## config.mk

```make
export PLATFORM = sky130hd
export DESIGN_NAME = wb_pipe_stage
export DESIGN_NICKNAME = d
export VERILOG_FILES = /design/src/rtl/wb_pipe_stage.sv
export SDC_FILE = /design/constraint.sdc
export NUM_CORES = 1
export LEC_CHECK = 0
export ABC_AREA = 0
export CORE_MARGIN = 2
export CORE_UTILIZATION = 47
export CTS_CLUSTER_DIAMETER = 200
export DETAILED_ROUTE_END_ITERATION = 8
export MAX_ROUTING_LAYER = met4
export PLACE_DENSITY = 0.79
export SLEW_MARGIN = 5
export SYNTH_ARGS = -nofsm -noshare
export SYNTH_HDL_FRONTEND = slang
export SYNTH_SLANG_ARGS = --single-unit
```

## constraint.sdc

```tcl
create_clock -name clk -period 2.99 [get_ports clk]
set_input_delay 0.598 -clock clk [delete_from_list [all_inputs] [get_ports clk]]
set_output_delay 0.598 -clock clk [all_outputs]
set_load 0.03 [all_outputs]
```

## src/rtl/wb_pipe_stage.sv

```systemverilog
// rtl/wb_pipe_stage.sv - registered writeback stage with late-load wait, flush and retire counter
module wb_pipe_stage #(
   parameter int DATA_W = 16,
   parameter int RA_W   = 3,
   parameter int CNT_W  = 16
) (
   input  logic              clk,
   input  logic              rst,
   input  logic              in_valid,
   output logic              in_ready,
   input  logic [DATA_W-1:0] alu_out,
   input  logic [DATA_W-1:0] pc_inc2,
   input  logic              ex_cond,
   input  logic [4:0]        wb_ctrl,
   input  logic [RA_W-1:0]   dst_reg,
   input  logic              mr_valid,
   input  logic [DATA_W-1:0] mr_data,
   input  logic              flush,
   output logic              reg_write,
   output logic [RA_W-1:0]   out_dst_reg,
   output logic [DATA_W-1:0] rw_data,
   output logic              pend_valid,
   output logic [RA_W-1:0]   pend_reg,
   output logic [CNT_W-1:0]  retire_count
);

   typedef enum logic [1:0] {
      S_IDLE     = 2'd0,
      S_WAIT_MEM = 2'd1,
      S_READY    = 2'd2
   } state_t;

   state_t              r_state;
   state_t              w_next;
   logic [DATA_W-1:0]   r_alu;
   logic [DATA_W-1:0]   r_pc;
   logic                r_cond;
   logic [4:0]          r_ctrl;
   logic [RA_W-1:0]     r_dst;
   logic [DATA_W-1:0]   r_mdata;
   logic [CNT_W-1:0]    r_cnt;
   logic                w_capture;
   logic                w_load_done;
   logic [DATA_W-1:0]   w_load_val;
   logic [DATA_W-1:0]   w_wb_val;

   // READY is the retire cycle, so a new instruction may enter behind it
   assign in_ready    = !flush && (r_state == S_IDLE || r_state == S_READY);
   assign w_capture   = in_valid && in_ready;
   assign w_load_done = (r_state == S_WAIT_MEM) && mr_valid && !flush;

   always_ff @(posedge clk or posedge rst) begin
      if (rst) r_state <= S_IDLE;
      else     r_state <= w_next;
   end

   always_comb begin
      w_next = r_state;
      case (r_state)
         S_IDLE:     w_next = S_IDLE;
         S_WAIT_MEM: if (mr_valid) w_next = S_READY;
         S_READY:    w_next = S_IDLE;
         default:    w_next = S_IDLE;
      endcase
      if (w_capture) w_next = (wb_ctrl[1:0] == 2'b11) ? S_WAIT_MEM : S_READY;
      if (flush)     w_next = S_IDLE;
   end

   always_ff @(posedge clk or posedge rst) begin
      if (rst) begin
         r_alu   <= '0;
         r_pc    <= '0;
         r_cond  <= 1'b0;
         r_ctrl  <= '0;
         r_dst   <= '0;
         r_mdata <= '0;
         r_cnt   <= '0;
      end else begin
         if (w_capture) begin
            r_alu  <= alu_out;
            r_pc   <= pc_inc2;
            r_cond <= ex_cond;
            r_ctrl <= wb_ctrl;
            r_dst  <= dst_reg;
         end
         if (w_load_done) r_mdata <= mr_data;
         // a READY instruction retires even under flush, since it is older than the flush
         if (r_state == S_READY) r_cnt <= r_cnt + CNT_W'(1);
      end
   end

   always_comb begin
      w_load_val = r_mdata;
      if (r_ctrl[3])
         w_load_val = {{(DATA_W-8){r_ctrl[4] & r_mdata[7]}}, r_mdata[7:0]};
   end

   always_comb begin
      case (r_ctrl[1:0])
         2'b00:   w_wb_val = r_alu;
         2'b01:   w_wb_val = r_pc;
         2'b10:   w_wb_val = {{(DATA_W-1){1'b0}}, r_cond};
         default: w_wb_val = w_load_val;
      endcase
   end

   assign reg_write    = (r_state == S_READY) && r_ctrl[2];
   assign out_dst_reg  = r_dst;
   assign rw_data      = w_wb_val;
   assign pend_valid   = (r_state != S_IDLE) && r_ctrl[2];
   assign pend_reg     = r_dst;
   assign retire_count = r_cnt;

endmodule

```

=== Yosys cells after proc, flatten, opt, wreduce, memory -nomap -nowiden ===
Index checks and enable logic that the tools add are counted.

* Input bits: 62
* Register bits: 75
* Output and inout bits: 41

* Bitwise logic cells: 1
* Reduce and logical (&&, ||, !) cells: 11
* Equal/unequal tests: 6
* Multiplexer cells: 7
* Add/sub/neg operators: 1

{| class="wikitable"
|+ Operator list
! operator !! number
|-
| $pmux 16 s3 || 1
|-
| $add 16x1->16 const B || 1
|-
| $mux 16 || 1
|-
| $mux 2 || 5
|-
| $eq 2x2->1 const B || 3
|-
| $logic_and 1x1->1 || 6
|-
| $eq 2x1->1 const B || 2
|-
| $logic_not 2->1 || 2
|-
| $ne 4x4->1 const B || 1
|-
| $reduce_bool 2->1 || 1
|-
| $and 1x1->1 || 1
|-
| $logic_not 1->1 || 1
|-
| $logic_or 1x1->1 || 1
|}

=== Logic depth before layout (Yosys ltp) ===
Gate-level depths: netlist (run 1).

* Depth in word-level cells: 6
* Mapped depth: 6

=== Worst setup path after synthesis (run 1) ===
No wires, ideal clock.

* Path type: register to output
* Start point: register r_ctrl[0]
* End point: output rw_data[2]
* Data arrival time: 1.293 ns
* Required time: 2.392 ns
* Buffers on the path: 2
* Stages on the path, launching flop included: 5
* Setup slack: 1.099 ns
* Cell sequence: dfrtp_1 clkbuf_1 nor2_1 buf_2 a22o_1

* Longest elaborated chain between the ends: 2

{| class="wikitable"
|+ Ends and longest elaborated chain
! item !! RTL line !! RTL
|-
| start: declaration || 38 || <nowiki>logic [4:0] r_ctrl;</nowiki>
|-
| start signal: assignment || 83 || <nowiki>r_ctrl <= wb_ctrl;</nowiki>
|-
| $eq 2x2->1 (tied with other cells) || 99 || <nowiki>case (r_ctrl[1:0])</nowiki>
|-
| $pmux 16 s3 (*) || 99 ||
|-
| end: declaration || 21 || <nowiki>output logic [DATA_W-1:0] rw_data,</nowiki>
|}

Mark *: on every way between the ends. The rest lies on a longest branch, timed or not.

=== Worst setup path after layout (run 1) ===
* Start point: register r_state[1]
* End point: output reg_write

* Longest elaborated chain between the ends: 2

{| class="wikitable"
|+ Ends and longest elaborated chain
! item !! RTL line !! RTL
|-
| start: declaration || 33 || <nowiki>state_t r_state;</nowiki>
|-
| start signal: assignment || 54 || <nowiki>else r_state <= w_next;</nowiki>
|-
| $eq 2x2->1 || 107 || <nowiki>assign reg_write = (r_state == S_READY) && r_ctrl[2];</nowiki>
|-
| $logic_and 1x1->1 || 107 ||
|-
| end: declaration || 19 || <nowiki>output logic reg_write,</nowiki>
|}

No other way between the ends.

==> results_dict.tcl, run 1 <==
set metrics [dict create \
    maxSlewViolCount 0 \
    end_kind "output pin" \
    ioPinCount 103 \
    synth.largest_area_cell "dfrtp_1" \
    rsz0062_at_grt "no" \
    holdWs_ps 472 \
    grt_pass1_vias 2518 \
    netlist.area_leader.share_pct 53.2 \
    relSlewSlack_pct 60.4 \
    ant_nets 0 \
    startpoint "r_state[1]$_DFFE_PP0P_" \
    grt_overflow_total 0 \
    ctsRootBufferMaster "clkbuf_8" \
    postCtsResizedCells 0 \
    grt_max_degree 43 \
    synth.area.top_cells "dfrtp_1 (53%), mux2_4 (15%), mux2_2 (6.1%)" \
    cts_tree "done" \
    p_per_area_mw_per_mm2 635 \
    cap_violations 0 \
    vias 2294 \
    drive_above_1_share_pct 27.2 \
    grt_usage_pct 20.1 \
    clk_pin_slew_ps 80 \
    grt_pass1_wl_mm 12.5 \
    reg2reg_slack_ps 1230 \
    clk_latency_ps 340 \
    mostFrequentLayoutCells "clkdlybuf4s50_1 (87), dfrtp_1 (75), mux2_4 (36)" \
    antenna_found_initial 0 \
    vdd.ir_drop.worst_uv 337 \
    worstSetupPathType "reg -> out" \
    io_buffers 102 \
    path_max_fanout 6 \
    routed_via_density 5.04 \
    hold_viol_final 0 \
    wire_per_inst_um 16.5 \
    coreArea_mm2 0.00725 \
    routabilityCongestion 0.745 \
    placedCellCount 440 \
    setup_ws_ps 317 \
    worstPathRequired_ps 2390 \
    endpoint "reg_write" \
    fin_cells 455 \
    dp_hpwl_mm 5.37 \
    clkSinkCount 75 \
    period_share_pct 89.4 \
    dieHeight_um 90.6 \
    die_area_mm2 0.00822 \
    cts_setup_buffers 0 \
    htreeDepth 3 \
    die_x_um 90.6 \
    min_path_type "reg -> reg" \
    clock.fmax_ghz 0.374 \
    cts_buffer_depth 2 \
    final_util_pct 66.0 \
    finalCriticalPeriod_ps 2670 \
    numCtsBuffers 9 \
    p_leak_nw 2.18 \
    final_common_cell "clkdlybuf4s50_1" \
    finalSetupViolations 0 \
    syn_area_mm2 0.00353 \
    ys_warn_count 0 \
    ys_seq_area_share_pct 53.2 \
    drt_pass1_iterations 6 \
    fp-row-count 31 \
    place_ws_ps 451 \
    yosys_register_bits 75 \
    synth_cells 249 \
    first_iter_violations 54 \
    crit_arrival_ps 2080 \
    r2r-start "r_state[0]$_DFFE_PP0P_" \
    worstSetupStartpointType "register" \
    diodes 0 \
    routed_wl_mm 7.49 \
    area_delta_synth_final_pct 35.6 \
    ff2ff_path_depth 4 \
    syn_nets 312 \
    outcome "finished, final reports clean" \
    r2r-end "r_alu[6]$_DFFE_PP0P_" \
    fin_skew_ps 5.83 \
    tightest_slew_ps 594 \
    yosysUniqueCellTypes 39 \
    drc_errors 0 \
    initial_core_util_pct 48.6 \
    tns_ps 0 \
    synth.avg_cell_area_um2 14.2 \
    cts_hold_buf 0 \
    min_path_cells 1 \
    fin_nets 415 \
]
==> layer usage <==
metal / up-vias / track usage [%] / wire [um]
met5: - / - / 0
met4: 0 / 5.38 / 90
met3: 8 / 4.92 / 375
met2: 75 / 32.5 / 3760
met1: 1125 / 25.5 / 3270
li1: 1086 / - / -
==> critical path, stage by stage, from the launching register on <==
cell             delay (ps)
dfrtp_1                 500
nor2b_1                 390
and2_1                  180
clkdlybuf4s50_1         670
==> through the flow <==
stage               total power [mW]  area (um^2)
floorplan                       1.87         3530
global placement                2.19         4570
detailed placement              2.21         4570
CTS                             3.07         4790
global route                    3.20         4790
finish                          3.04         4790
==> synthesized netlist by cell type, drive strengths merged <==
master / instances
a21o: 9
a21oi: 8
a22o: 7
a31oi: 2
and2: 2
and3: 3
and4: 1
buf: 15
clkbuf: 1
dfrtp: 75
ha: 1
inv: 2
mux2: 64
mux4: 1
nand2: 6
nand2b: 8
nand3: 4
nand3b: 1
nand4: 3
nand4b: 1
nor2: 5
nor2b: 1
nor3: 2
nor3b: 1
nor4bb: 1
o21a: 1
o21ai: 9
xnor2: 10
xor2: 5
==> how the worst min path moves through the flow <==
stage / from / end / slack, ps
2_1_floorplan: r_mdata[1]$_DFFE_PP0P_ / r_mdata[1]$_DFFE_PP0P_ / 450
3_3_place_gp: retire_count[15]$_DFFE_PP0N_ / retire_count[15]$_DFFE_PP0N_ / 460
3_5_place_dp: retire_count[15]$_DFFE_PP0N_ / retire_count[15]$_DFFE_PP0N_ / 460
4_1_cts: retire_count[15]$_DFFE_PP0N_ / retire_count[15]$_DFFE_PP0N_ / 480
5_1_grt: r_mdata[5]$_DFFE_PP0P_ / r_mdata[5]$_DFFE_PP0P_ / 510
6_report: retire_count[15]$_DFFE_PP0N_ / retire_count[15]$_DFFE_PP0N_ / 470
==> cell type report <==
| type | count | area, um^2 |
|---|---|---|
| clock buffer | 11 | 141 |
| clock inverter | 4 | 73.8 |
| sequential | 75 | 1880 |
| timing repair buffer | 108 | 1050 |
| fill | 585 | 2470 |
| inverter | 2 | 8.76 |
| tap | 99 | 124 |
| multi-input combinational | 156 | 1510 |
==> power breakdown <==
part | leakage, nW | internal [mW] | switching (mW)
registers | 0.937 | 1.17 | 0.129
clock network | 0.110 | 0.490 | 0.366
logic | 1.14 | 0.470 | 0.416
total | 2.18 | 2.13 | 0.911
==> logic make-up (layout without fill, tap and decap cells) <==
| group | count (synthesis) | in the layout | share of synthesized area [%] |
|---|---|---|---|
| adder cells (fa/ha/maj) | 1 | 1 | 0.355 |
| XOR/XNOR | 15 | 15 | 3.72 |
| flip-flops | 75 | 75 | 53.2 |
| buffers and inverters | 18 | 125 | 4.50 |
| AO/OA/AOI/OAI | 36 | 36 | 6.81 |
| AND/OR/NAND/NOR | 39 | 39 | 6.53 |
| multiplexers | 65 | 65 | 24.9 |
Note: power is estimated with default switching activity, not from simulation.
==> run 2: changes to the inputs <==
ABC_CLOCK_PERIOD_IN_PS = 2990   (was unset)
==> results of run 2 <==
No change in the layout: final DEF, timing and power equal those of run 1.
==> run 3: changes to the inputs <==
PLACE_DENSITY = 0.83   (was 0.79)
==> run 3 against run 2 <==
Register-to-register slack got worse by 20 ps. Fmax is 0.78% lower. Routed wire length down 1.0%. First-iteration DRC count increased by 59%. Count of clock-buffer cells in the layout up 2. Utilization increased by 0.17 points. Combinational power hardly changed. Global-route usage is 1.2 points lower. Non-clock buffer count unchanged. Die area unchanged. Critical path depth decreased by 1. Design area rose by 0.26%. Critical endpoint is now rw_data[0].
==> results_dict.tcl, run 3 (synthesis gave the netlist of run 1 again) <==
set metrics [dict create \
    outcome "finished, final reports clean" \
    finalSetupViolations 0 \
    hold_viol_final 0 \
    ff2ff_path_depth 4 \
    nFillCells 548 \
    path_cells "mux4_2, clkdlybuf4s50_1" \
    vias 2300 \
    cts_hold_buf 0 \
    r2r-start "r_state[0]$_DFFE_PP0P_" \
    htreeDepth 3 \
    finalCriticalPeriod_ps 2690 \
    grt_pass1_vias 2379 \
    crit_arrival_ps 2100 \
    coreArea_mm2 0.00725 \
    fin_skew_ps 4.84 \
    slowest_stage "clkdlybuf4s50_1" \
    area_delta_synth_final_pct 36.0 \
    postCtsResizedCells 0 \
    worstSetupPathType "reg -> out" \
    met3_wirelength_um 343 \
    mostFrequentLayoutCells "clkdlybuf4s50_1 (87), dfrtp_1 (75), mux2_4 (36)" \
    grt_overflow_total 0 \
    rsz0062_at_grt "no" \
    cts_setup_buffers 0 \
    end_kind "output pin" \
    drc_errors 0 \
    io_buffers 102 \
    fp-row-count 31 \
    p_per_area_mw_per_mm2 639 \
    min_path_cells 1 \
    antenna_found_initial 0 \
    routabilityCongestion 0.813 \
    cts_tree "done" \
    tns_ps 0 \
    initial_core_util_pct 48.6 \
    min_path_type "reg -> reg" \
    die_x_um 90.6 \
    die_area_mm2 0.00822 \
    reg2reg_slack_ps 1210 \
    p_leak_nw 2.19 \
    numCtsBuffers 9 \
    hold_path_end "r_mdata[1]$_DFFE_PP0P_" \
    path_max_fanout 11 \
    hold_start "r_mdata[1]$_DFFE_PP0P_" \
    grt_max_degree 44 \
    maxSlewViolCount 0 \
    worstSetupStartpointType "register" \
    dr_wl_met2_mm 3.70 \
    ioPinCount 103 \
    dp_hpwl_mm 5.34 \
    vdd.ir_drop.worst_uv 302 \
    dieHeight_um 90.6 \
    drt_pass1_iterations 4 \
    drive_above_1_share_pct 27.2 \
    holdWs_ps 490 \
    wire_per_inst_um 16.3 \
    clkSinkCount 75 \
    first_iter_violations 86 \
    ctsRootBufferMaster "clkbuf_8" \
    clock.fmax_ghz 0.371 \
    period_share_pct 90.1 \
    clk_pin_slew_ps 80 \
    wl_met1_mm 3.30 \
    final_common_cell "clkdlybuf4s50_1" \
    cts_buffer_depth 2 \
    critPathBufInv 1 \
    grt_pass1_wl_mm 11.8 \
    r2r-end "r_alu[7]$_DFFE_PP0P_" \
    clk_latency_ps 330 \
    dr.max_layer_used "met4" \
    routed_wl_mm 7.42 \
    cpPeakStageDelay_ps 610 \
    diodes 0 \
    ant_nets 0 \
    fin_nets 415 \
    cp_top_family "buffers and inverters" \
    routed_via_density 5.04 \
    relSlewSlack_pct 60.3 \
    cap_violations 0 \
    grt_usage_pct 18.9 \
    worstPathRequired_ps 2390 \
    tightest_slew_ps 596 \
]
-- run 3: cell count changes in the layout (fill, tap and decap cells not counted) --
| cell | previous run | this run |
|---|---|---|
| clkbuf_1 | 1 | 2 |
| clkbuf_8 | 10 | 11 |
| clkinv_2 | 2 | 1 |
-- run 3: cell type report --
| cell class | count | area [um^2] | area share [%] |
|---|---|---|---|
| inverters | 2 | 8.76 | 0.183 |
| multi-input cells | 156 | 1510 | 31.4 |
| flip-flops and latches | 75 | 1880 | 39.1 |
| repair buffers | 108 | 1050 | 22.0 |
| clock inverters | 3 | 68.8 | 1.43 |
| clock buffers | 13 | 159 | 3.31 |
| well taps | 99 | 124 | 2.58 |
-- run 3: power breakdown --
group,internal [mW],total [mW],switching (mW)
clock,0.520,0.880,0.360
sequential,1.17,1.30,0.130
combinational,0.471,0.889,0.418
-- run 3: how the worst max path moves through the flow --
stage,cells past startpoint,endpoint,slack [ps],start
6_report,2,rw_data[0],300,r_ctrl[1]$_DFFE_PP0P_
4_1_cts,2,rw_data[0],280,r_ctrl[1]$_DFFE_PP0P_
5_1_grt,2,rw_data[0],190,r_ctrl[1]$_DFFE_PP0P_
3_3_place_gp,3,in_ready,490,flush
2_1_floorplan,1,out_dst_reg[0]$_DFFE_PP0P_,480,rst
3_5_place_dp,3,in_ready,460,flush
-- run 3: metal layers --
layer  global-route usage [%]  vias to the layer above
met5                        -                        -
met4                     5.38                        0
met3                     4.67                        6
met2                     30.2                       68
met1                     24.2                     1140
li1                         -                     1086
-- run 3: through the flow --
step / utilization (%) / power (mW) / setup slack, ps / std cells / area (um^2)
final: 66.2 / 3.07 / 296 / 456 / 4800
after global routing: 66.2 / 3.21 / 188 / 456 / 4800
after CTS: 66.2 / 3.09 / 283 / 456 / 4800
after detailed placement: 63.0 / 2.21 / 462 / 440 / 4570
after global placement: 63.0 / 2.19 / 494 / 440 / 4570
after floorplan: - / 1.87 / 482 / 249 / 3530
